## src/rtl/axis_byte_count_ctrl.sv

```systemverilog
// Transparent AXI-Stream tap that measures beats, kept bytes and packets
// over a programmed number of whole packets, then holds a valid/ready report.
//
// Ports:
//   aclk, rst             clock, synchronous active-high reset
//   s_axis_* / m_axis_*   upstream / downstream stream (combinational passthrough)
//   cfg_start             arm request (IDLE only); samples cfg_num_packets
//   cfg_abort             drop an armed or running window without reporting
//   cfg_num_packets       packets per measurement window
//   busy                  window armed or counting
//   res_valid/res_ready   report handshake
//   res_bytes/res_beats   saturating byte and beat counts
//   res_packets           tlast beats counted
//   res_overflow          sticky: a beat or byte counter saturated
module axis_byte_count_ctrl #(
  parameter int AXIS_BYTES   = 4,
  parameter int COUNTER_BITS = 32,
  parameter int PKT_BITS     = 8
) (
  input  logic                      aclk,
  input  logic                      rst,
  input  logic                      s_axis_tvalid,
  output logic                      s_axis_tready,
  input  logic                      s_axis_tlast,
  input  logic [AXIS_BYTES*8-1:0]   s_axis_tdata,
  input  logic [AXIS_BYTES-1:0]     s_axis_tkeep,
  output logic                      m_axis_tvalid,
  input  logic                      m_axis_tready,
  output logic                      m_axis_tlast,
  output logic [AXIS_BYTES*8-1:0]   m_axis_tdata,
  output logic [AXIS_BYTES-1:0]     m_axis_tkeep,
  input  logic                      cfg_start,
  input  logic                      cfg_abort,
  input  logic [PKT_BITS-1:0]       cfg_num_packets,
  output logic                      busy,
  output logic                      res_valid,
  input  logic                      res_ready,
  output logic [COUNTER_BITS-1:0]   res_bytes,
  output logic [COUNTER_BITS-1:0]   res_beats,
  output logic [PKT_BITS-1:0]       res_packets,
  output logic                      res_overflow
);

  localparam int KW = $clog2(AXIS_BYTES + 1);

  typedef enum logic [1:0] {
    IDLE,
    ARMED,
    COUNT,
    REPORT
  } state_t;

  state_t                  state;
  logic                    in_pkt;
  logic [PKT_BITS-1:0]     num_pkts;

  logic                    accept;
  logic                    sop;
  logic [KW-1:0]           keep_cnt;
  logic [COUNTER_BITS:0]   bytes_sum;
  logic [COUNTER_BITS-1:0] bytes_nxt;
  logic                    beats_max;
  logic [COUNTER_BITS-1:0] beats_nxt;
  logic                    ovf_nxt;
  logic [PKT_BITS-1:0]     pkts_nxt;
  logic                    last_pkt;

  // The tap never stalls the stream, in any state or during reset.
  assign s_axis_tready = m_axis_tready;
  assign m_axis_tvalid = s_axis_tvalid;
  assign m_axis_tdata  = s_axis_tdata;
  assign m_axis_tkeep  = s_axis_tkeep;
  assign m_axis_tlast  = s_axis_tlast;

  assign accept = s_axis_tvalid && m_axis_tready;
  assign sop    = accept && !in_pkt;

  always_comb begin
    keep_cnt = '0;
    for (int i = 0; i < AXIS_BYTES; i++) begin
      keep_cnt = keep_cnt + KW'(s_axis_tkeep[i]);
    end
  end

  // One extra bit on the byte sum catches carry-out for saturation.
  assign bytes_sum = {1'b0, res_bytes}
                   + {{(COUNTER_BITS + 1 - KW){1'b0}}, keep_cnt};
  assign bytes_nxt = bytes_sum[COUNTER_BITS] ? '1
                   : bytes_sum[COUNTER_BITS-1:0];

  assign beats_max = &res_beats;
  assign beats_nxt = beats_max ? res_beats
                   : res_beats + COUNTER_BITS'(1);

  assign ovf_nxt   = res_overflow
                   | bytes_sum[COUNTER_BITS]
                   | beats_max;

  assign pkts_nxt  = res_packets + PKT_BITS'(s_axis_tlast);
  assign last_pkt  = s_axis_tlast && (pkts_nxt == num_pkts);

  always_ff @(posedge aclk) begin
    if (rst) begin
      state        <= IDLE;
      in_pkt       <= 1'b0;
      num_pkts     <= '0;
      busy         <= 1'b0;
      res_valid    <= 1'b0;
      res_bytes    <= '0;
      res_beats    <= '0;
      res_packets  <= '0;
      res_overflow <= 1'b0;
    end else begin
      if (accept) begin
        in_pkt <= !s_axis_tlast;
      end

      unique case (state)
        IDLE: begin
          if (cfg_start) begin
            num_pkts     <= cfg_num_packets;
            res_bytes    <= '0;
            res_beats    <= '0;
            res_packets  <= '0;
            res_overflow <= 1'b0;
            if (cfg_num_packets == '0) begin
              state     <= REPORT;
              res_valid <= 1'b1;
            end else begin
              state <= ARMED;
              busy  <= 1'b1;
            end
          end
        end

        ARMED: begin
          if (cfg_abort) begin
            state <= IDLE;
            busy  <= 1'b0;
          end else if (sop) begin
            // Counters were cleared at start, so the running
            // next-values equal this first beat alone.
            res_bytes    <= bytes_nxt;
            res_beats    <= beats_nxt;
            res_packets  <= pkts_nxt;
            res_overflow <= ovf_nxt;
            if (last_pkt) begin
              state     <= REPORT;
              busy      <= 1'b0;
              res_valid <= 1'b1;
            end else begin
              state <= COUNT;
            end
          end
        end

        COUNT: begin
          if (cfg_abort) begin
            state <= IDLE;
            busy  <= 1'b0;
          end else if (accept) begin
            res_bytes    <= bytes_nxt;
            res_beats    <= beats_nxt;
            res_packets  <= pkts_nxt;
            res_overflow <= ovf_nxt;
            if (last_pkt) begin
              state     <= REPORT;
              busy      <= 1'b0;
              res_valid <= 1'b1;
            end
          end
        end

        REPORT: begin
          if (res_ready) begin
            state     <= IDLE;
            res_valid <= 1'b0;
          end
        end

        default: begin
          state     <= IDLE;
          busy      <= 1'b0;
          res_valid <= 1'b0;
        end
      endcase
    end
  end

endmodule

```

## config.mk

```make
export PLATFORM = sky130hd
export DESIGN_NAME = axis_byte_count_ctrl
export DESIGN_NICKNAME = d
export VERILOG_FILES = /design/src/rtl/axis_byte_count_ctrl.sv
export SDC_FILE = /design/constraint.sdc
export NUM_CORES = 1
export LEC_CHECK = 0
export ABC_CLOCK_PERIOD_IN_PS = 5960
export CAP_MARGIN = 20
export CORE_MARGIN = 1.5
export CORE_UTILIZATION = 50
export CTS_CLUSTER_SIZE = 30
export DETAILED_ROUTE_END_ITERATION = 10
export PLACE_DENSITY = 0.87
export SETUP_SLACK_MARGIN = 0.05
export SLEW_MARGIN = 20
export SYNTH_ARGS = -nofsm -noshare
export SYNTH_HDL_FRONTEND = slang
export SYNTH_SLANG_ARGS = --single-unit
```

## constraint.sdc

```tcl
create_clock -name aclk -period 5.96 [get_ports aclk]
set_clock_uncertainty 0.15 [all_clocks]
set_input_delay 0.596 -clock aclk [delete_from_list [all_inputs] [get_ports aclk]]
set_output_delay 0.596 -clock aclk [all_outputs]
set_load 0.02 [all_outputs]
```

==> metrics, run 1 <==
run status finished, final reports clean; Lkg Pwr 1.96 nW; core area 9640 um^2; first-pass GRT wire length 20700 um; Final nets 737; crit-path max FO 17; startpoint types input pin; Synth Cell Area 4920 um^2; slowest stage cell, crit path nand3_1; HPWL after DPL 8980 um; I/O pin count 166; drt pass-1 iters 5; Critical Path Sink Type register; DRC 0; postcts setup bufs 0; Clock Tree Root clkbuf_8; Final Wtd Congestion 0.898; overall power 1.70 mW; PortBufs 101; P per Cell Area 287 nW/um^2; Worst-Skew Late Latency 0.37 ns; Yosys reg bits 86; vias per inst 5.88; Num CTS Buffers 9; Fin. Hold Viols 0; cell mode on critical path fa_1; Clock Path Buffers 2; ys flop type dfxtp_1; setup TNS 0 ns; CTS Hold Buffers Added 0; Post-synth EDFFs 0; final instance area 5910 um^2; die area 10500 um^2; 1st-iter DRT viols 173; max cap viols 0; initial antenna violation count 0; critical path class in2reg; GRT Util Overall 24.7%; total global routing overflow 0; Layout Utilization 61.3%; most common cell in the synthesized netlist dfxtp_1; Initial Utilization 51.1%; Fmax 241 MHz; Crit. Startpoint s_axis_tkeep[0]; syn nets 690; DIE WIDTH 102 um; TritonCTS clock tree built; worst slew pin tran 0.908 ns; Final period util 69.5%; Antenna Diode Count 0; Relative slew margins 39.2%; DP Area 5720 um^2; Synth cell types 55; largest net degree at the start of global routing 37; # resized after CTS 0; sequential area share after synthesis 35.0%; final setup fails 0; Post-Synthesis Cells 624; crit path time final 4.14 ns; Synth async-reset ratio 0%; WL/cell 15.5 um; post-route ant nets 0; layout cells sized above 1 4.14%; hold crit path type reg2reg; Mapped Avg Cell Area 7.89 um^2; Area growth syn-to-layout 20.1%; Hold Path Origin num_pkts[5]$_SDFFE_PP0P_; Die H 102 um; Largest stage delay, worst path 0.64 ns; Pins Over Slew Limit 0; vias in the first global route 4543; crit path DAT 4.27 ns; final WL 12500 um; worst vdd ir 0.221 mV; H-tree level count 3; DR vias 4758; CP Data Required Time 6.08 ns; RSZ-0062 raised after global routing false; CP Cell Sequence clkdlybuf4s50_1 > fa_1 > inv_1 > fa_1 > inv_1 > fa_1 > nand2_1 > nor4_4 > nand3_1 > nand3_1 > a21oi_1 > nor4_1; cell taking the most area after synthesis dfxtp_1; top post-synthesis cells by area dfxtp_1, buf_4, a21oi_1, nand2_1, nor2_1; row count 36; clock-pin slew on the worst setup and hold paths 0.09 ns; Synth top area share 35.0%; Post-synth top cells dfxtp_1, nand2_1, nor2_1; FF-to-FF Start state[0]$_SDFFE_PP0P_; clk sinks 86; warnings from Yosys 0
[power breakdown]
part	switching (mW)	internal, mW
combinational	0.447	0.215
sequential	0.0334	0.607
clock	0.218	0.176
total	0.698	0.998
[state kept, by name, summed over array words and instances (netlist names)]
name and flops:
state 2, in_pkt 1, busy 1, num_pkts 8
res_overflow 1, res_packets 8, res_valid 1, res_beats 32
res_bytes 32
[area by class of cell]
type	count	area [um^2]
clock inverters	4	30.0
flip-flops and latches	86	1720
inverters	15	56.3
clock buffers	12	155
well taps	133	166
fillers	882	3730
repair buffers	105	1040
multi-input cells	454	2740
[layer usage]
metal,vias to the layer above,GRT usage [%],part of all wire [%]
met1,2257,29.9,43
met5,-,0,0
met3,34,5.34,6.4
li1,2299,-,-
met2,168,41.1,49
met4,0,13.2,2.3
[through the flow]
step / setup slack (ns) / hold slack, ns / cells
after detailed placement: 1.46 / 0.311 / 793
after CTS: 1.88 / 0.325 / 809
after floorplan: 2.48 / 0.298 / 624
after global placement: 1.62 / 0.313 / 793
after global routing: 1.50 / 0.346 / 809
final: 1.82 / 0.325 / 809
[placed cells by master (no fill, tap or decap), drive strengths merged, types with 2 or more instances in the layout]
master         synthesis  layout
a211oi                13      13
a21o                   2       2
a21oi                 51      51
a311oi                 7       7
a31oi                  9       9
and2                   5       5
and3                   8       8
and4                   8       8
buf                   46       4
clkbuf                23      12
clkdlybuf4s50          0     101
clkinv                 0       2
dfxtp                 86      86
fa                     3       3
ha                    11      11
inv                   15      16
mux2i                  2       2
nand2                 63      63
nand2b                 4       4
nand3                 44      44
nand4                 18      18
nor2                  61      61
nor2b                  6       6
nor3                  26      26
nor3b                  3       3
nor4                  11      11
o2111ai                2       2
o211a                  4       4
o21ai                 22      22
o31ai                  2       2
or2                    2       2
or3                    7       7
or4                    8       8
xnor2                 24      24
xor2                  12      12
[critical path, delay by kind of cell]
kind	cells	cell delay [ns]
AO/OA/AOI/OAI	1	0.09
buffers and inverters	3	0.57
AND/OR/NAND/NOR	5	1.85
adder cells (fa/ha/maj)	3	1.17
[cell families after synthesis]
kind of cell | count (synthesis) | synth area share (%)
buffers and inverters | 84 | 9.61
AND/OR/NAND/NOR | 276 | 28.1
multiplexers | 2 | 0.407
AO/OA/AOI/OAI | 126 | 16.5
XOR/XNOR | 36 | 6.40
adder cells (fa/ha/maj) | 14 | 4.02
flip-flops | 86 | 35.0
[final timing paths]
kind	depth (start not counted)	to	slack, ns
worst max-delay path	12	res_bytes[13]$_SDFFE_PP0P_	1.82
worst min-delay path	2	num_pkts[5]$_SDFFE_PP0P_	0.33
worst max register to register	8	res_beats[31]$_SDFFE_PP0P_	2.26
worst min register to register	2	num_pkts[5]$_SDFFE_PP0P_	0.33
Note: power is estimated with default switching activity, not from simulation.
==> inputs of run 2 (changes only) <==
--- a/config.mk
+++ b/config.mk
@@ -5,13 +5,13 @@
 export SDC_FILE = /design/constraint.sdc
 export NUM_CORES = 1
 export LEC_CHECK = 0
-export ABC_CLOCK_PERIOD_IN_PS = 5960
+export ABC_CLOCK_PERIOD_IN_PS = 3700
 export CAP_MARGIN = 20
 export CORE_MARGIN = 1.5
-export CORE_UTILIZATION = 50
+export CORE_UTILIZATION = 42
 export CTS_CLUSTER_SIZE = 30
 export DETAILED_ROUTE_END_ITERATION = 10
-export PLACE_DENSITY = 0.87
+export PLACE_DENSITY = 0.78
 export SETUP_SLACK_MARGIN = 0.05
 export SLEW_MARGIN = 20
 export SYNTH_ARGS = -nofsm -noshare
==> constraint.sdc (replaced) <==
create_clock -name aclk -period 3.7 [get_ports aclk]
set_clock_uncertainty 0.15 [all_clocks]
set_input_delay 0.37 -clock aclk [delete_from_list [all_inputs] [get_ports aclk]]
set_output_delay 0.37 -clock aclk [all_outputs]
set_load 0.02 [all_outputs]
==> metrics, run 2 (synthesis results as in run 1) <==
crit path DAT 3.45 ns (-0.82 ns); cell mode on critical path fa_1; post-route ant nets 0 (unchanged); startpoint types input pin; HPWL after DPL 9460 um (+5.4%); layout cells sized above 1 5.67% (+1.5 points); 1st-iter DRT viols 307 (+77%); postcts setup bufs 0 (unchanged); Relative slew margins 59.0% (+20 points); final setup fails 0 (unchanged); critical path class in2reg; core area 11400 um^2 (+18%); Clock Tree Root clkbuf_16; Num CTS Buffers 9 (unchanged); Area growth syn-to-layout 24.6%; I/O pin count 166 (unchanged); Clock Path Buffers 2 (unchanged); first-pass GRT wire length 21700 um (+4.6%); run status finished, final reports clean; fin cells 831 (+2.7%); worst slack at placement 0.0581 ns (-1.40 ns); Initial Utilization 43.1% (-8.0 points); Final period util 90.9%; max cap viols 0 (unchanged); row count 39 (+8.3%); # resized after CTS 0 (unchanged); CTS Hold Buffers Added 0 (unchanged); worst vdd ir 0.357 mV (+61%); DR vias 4762 (+0.084%); H-tree level count 3 (unchanged); initial antenna violation count 0 (unchanged); Fin. Hold Viols 0 (unchanged); crit path time final 3.36 ns; WL/cell 15.9 um (+2.7%); worst slew pin tran 0.615 ns (-0.294 ns); DRC 0 (unchanged); overall power 3.12 mW (+84%); Cells after DPL 815 (+2.8%); Final nets 749 (+1.6%); Antenna Diode Count 0 (unchanged); die area 12400 um^2 (+18%); CP bufs+invs 3 (unchanged); DP Area 5820 um^2 (+1.8%); biggest regs res_beats x32, res_bytes x32; PortBufs 101 (unchanged); Lkg Pwr 2.08 nW (+6.0%); drt pass-1 iters 5 (unchanged); CP Cell Sequence clkdlybuf4s50_1 > fa_1 > inv_1 > fa_1 > inv_1 > fa_1 > nand2_1 > nor4_4 > nand2_1 > nor4_1 > nand3b_1 > o211a_1; Worst-Skew Late Latency 0.34 ns (-0.03 ns); CP Data Required Time 3.79 ns (-2.29 ns); Critical Path Sink Type register; slowest stage cell, crit path fa_1; setup TNS 0 ns (unchanged); P per Cell Area 509 nW/um^2 (+77%); most used cells in the layout excluding fill and tap cells clkdlybuf4s50_1, dfxtp_1, nand2_1; final instance area 6130 um^2 (+3.7%); Fmax 297 MHz; GRT Util Overall 21.2% (-3.5 points); clock-pin slew on the worst setup and hold paths 0.07 ns (-0.02 ns); crit-path max FO 6 (-11); vias per inst 5.73 (-2.6%); Die H 111 um (+8.8%); final worst slack 0.335 ns (-1.48 ns); hold crit path type reg2reg; commonest non-fill, non-tap cell in the layout clkdlybuf4s50_1; final WL 13200 um (+5.5%); DIE WIDTH 111 um (+8.8%); RSZ-0062 raised after global routing false; largest net degree at the start of global routing 35 (-5.4%); total global routing overflow 0 (unchanged); TritonCTS clock tree built; Largest stage delay, worst path 0.54 ns (-0.10 ns); Pins Over Slew Limit 0 (unchanged); vias in the first global route 4550 (+0.15%); Crit path max-delay family simple AND/OR/NAND/NOR gates; clk sinks 86 (unchanged); Final Wtd Congestion 0.847 (-5.6%)
## run 2: changes by cell type in the layout (fill, tap and decap cells not counted), sizes merged
cell and change:
clkbuf -3, buf +12, clkinv -2, inv +4, bufinv +1
## run 2: worst reg2reg max path: stages, from the launching register on
cell      delay (ns)
dfxtp_1         0.43
inv_1           0.12
ha_1            0.26
nor2_1          0.28
o2111a_1        0.39
o41ai_4         0.12
or4_1           0.66
or4_1           0.44
a21oi_1         0.16
## run 2: layout make-up
type / instances / area (um^2)
fillers: 1059 / 5280
well taps: 143 / 179
flip-flops and latches: 86 / 1720
repair buffers: 117 / 1130
inverters: 15 / 56.3
clock inverters: 7 / 86.3
multi-input cells: 454 / 2740
clock buffers: 9 / 225
## run 2: where the power goes
group          switching (mW)  internal, mW
Sequential             0.0571         0.978
Clock                   0.414         0.540
Combinational           0.748         0.382
Total                    1.22          1.90
## run 2: layer usage
layer / global-route usage (%) / routed length [um] / part of all wire, % / up-vias
li1: - / - / - / 2324
met1: 27.2 / 5950 / 45 / 2249
met2: 34.8 / 6180 / 47 / 166
met3: 5.14 / 916 / 6.9 / 23
met4: 7.43 / 182 / 1.4 / 0
met5: 0 / 0 / 0 / -
## run 2: per-stage QoR
step / utilization (%) / hold slack [ns]
after floorplan: - / 0.298
after CTS: 53.7 / 0.322
after detailed placement: 51.0 / 0.311
after global placement: 51.0 / 0.304
after global routing: 53.7 / 0.345
final: 53.7 / 0.325
## run 2: worst paths after layout
path	startpoint	to	slack (ns)	cells past startpoint
max	s_axis_tkeep[0]	res_bytes[30]$_SDFFE_PP0P_	0.34	12
min	num_pkts[5]$_SDFFE_PP0P_	num_pkts[5]$_SDFFE_PP0P_	0.33	2
max reg2reg	state[0]$_SDFFE_PP0P_	res_beats[31]$_SDFFE_PP0P_	0.64	8
min reg2reg	num_pkts[5]$_SDFFE_PP0P_	num_pkts[5]$_SDFFE_PP0P_	0.33	2
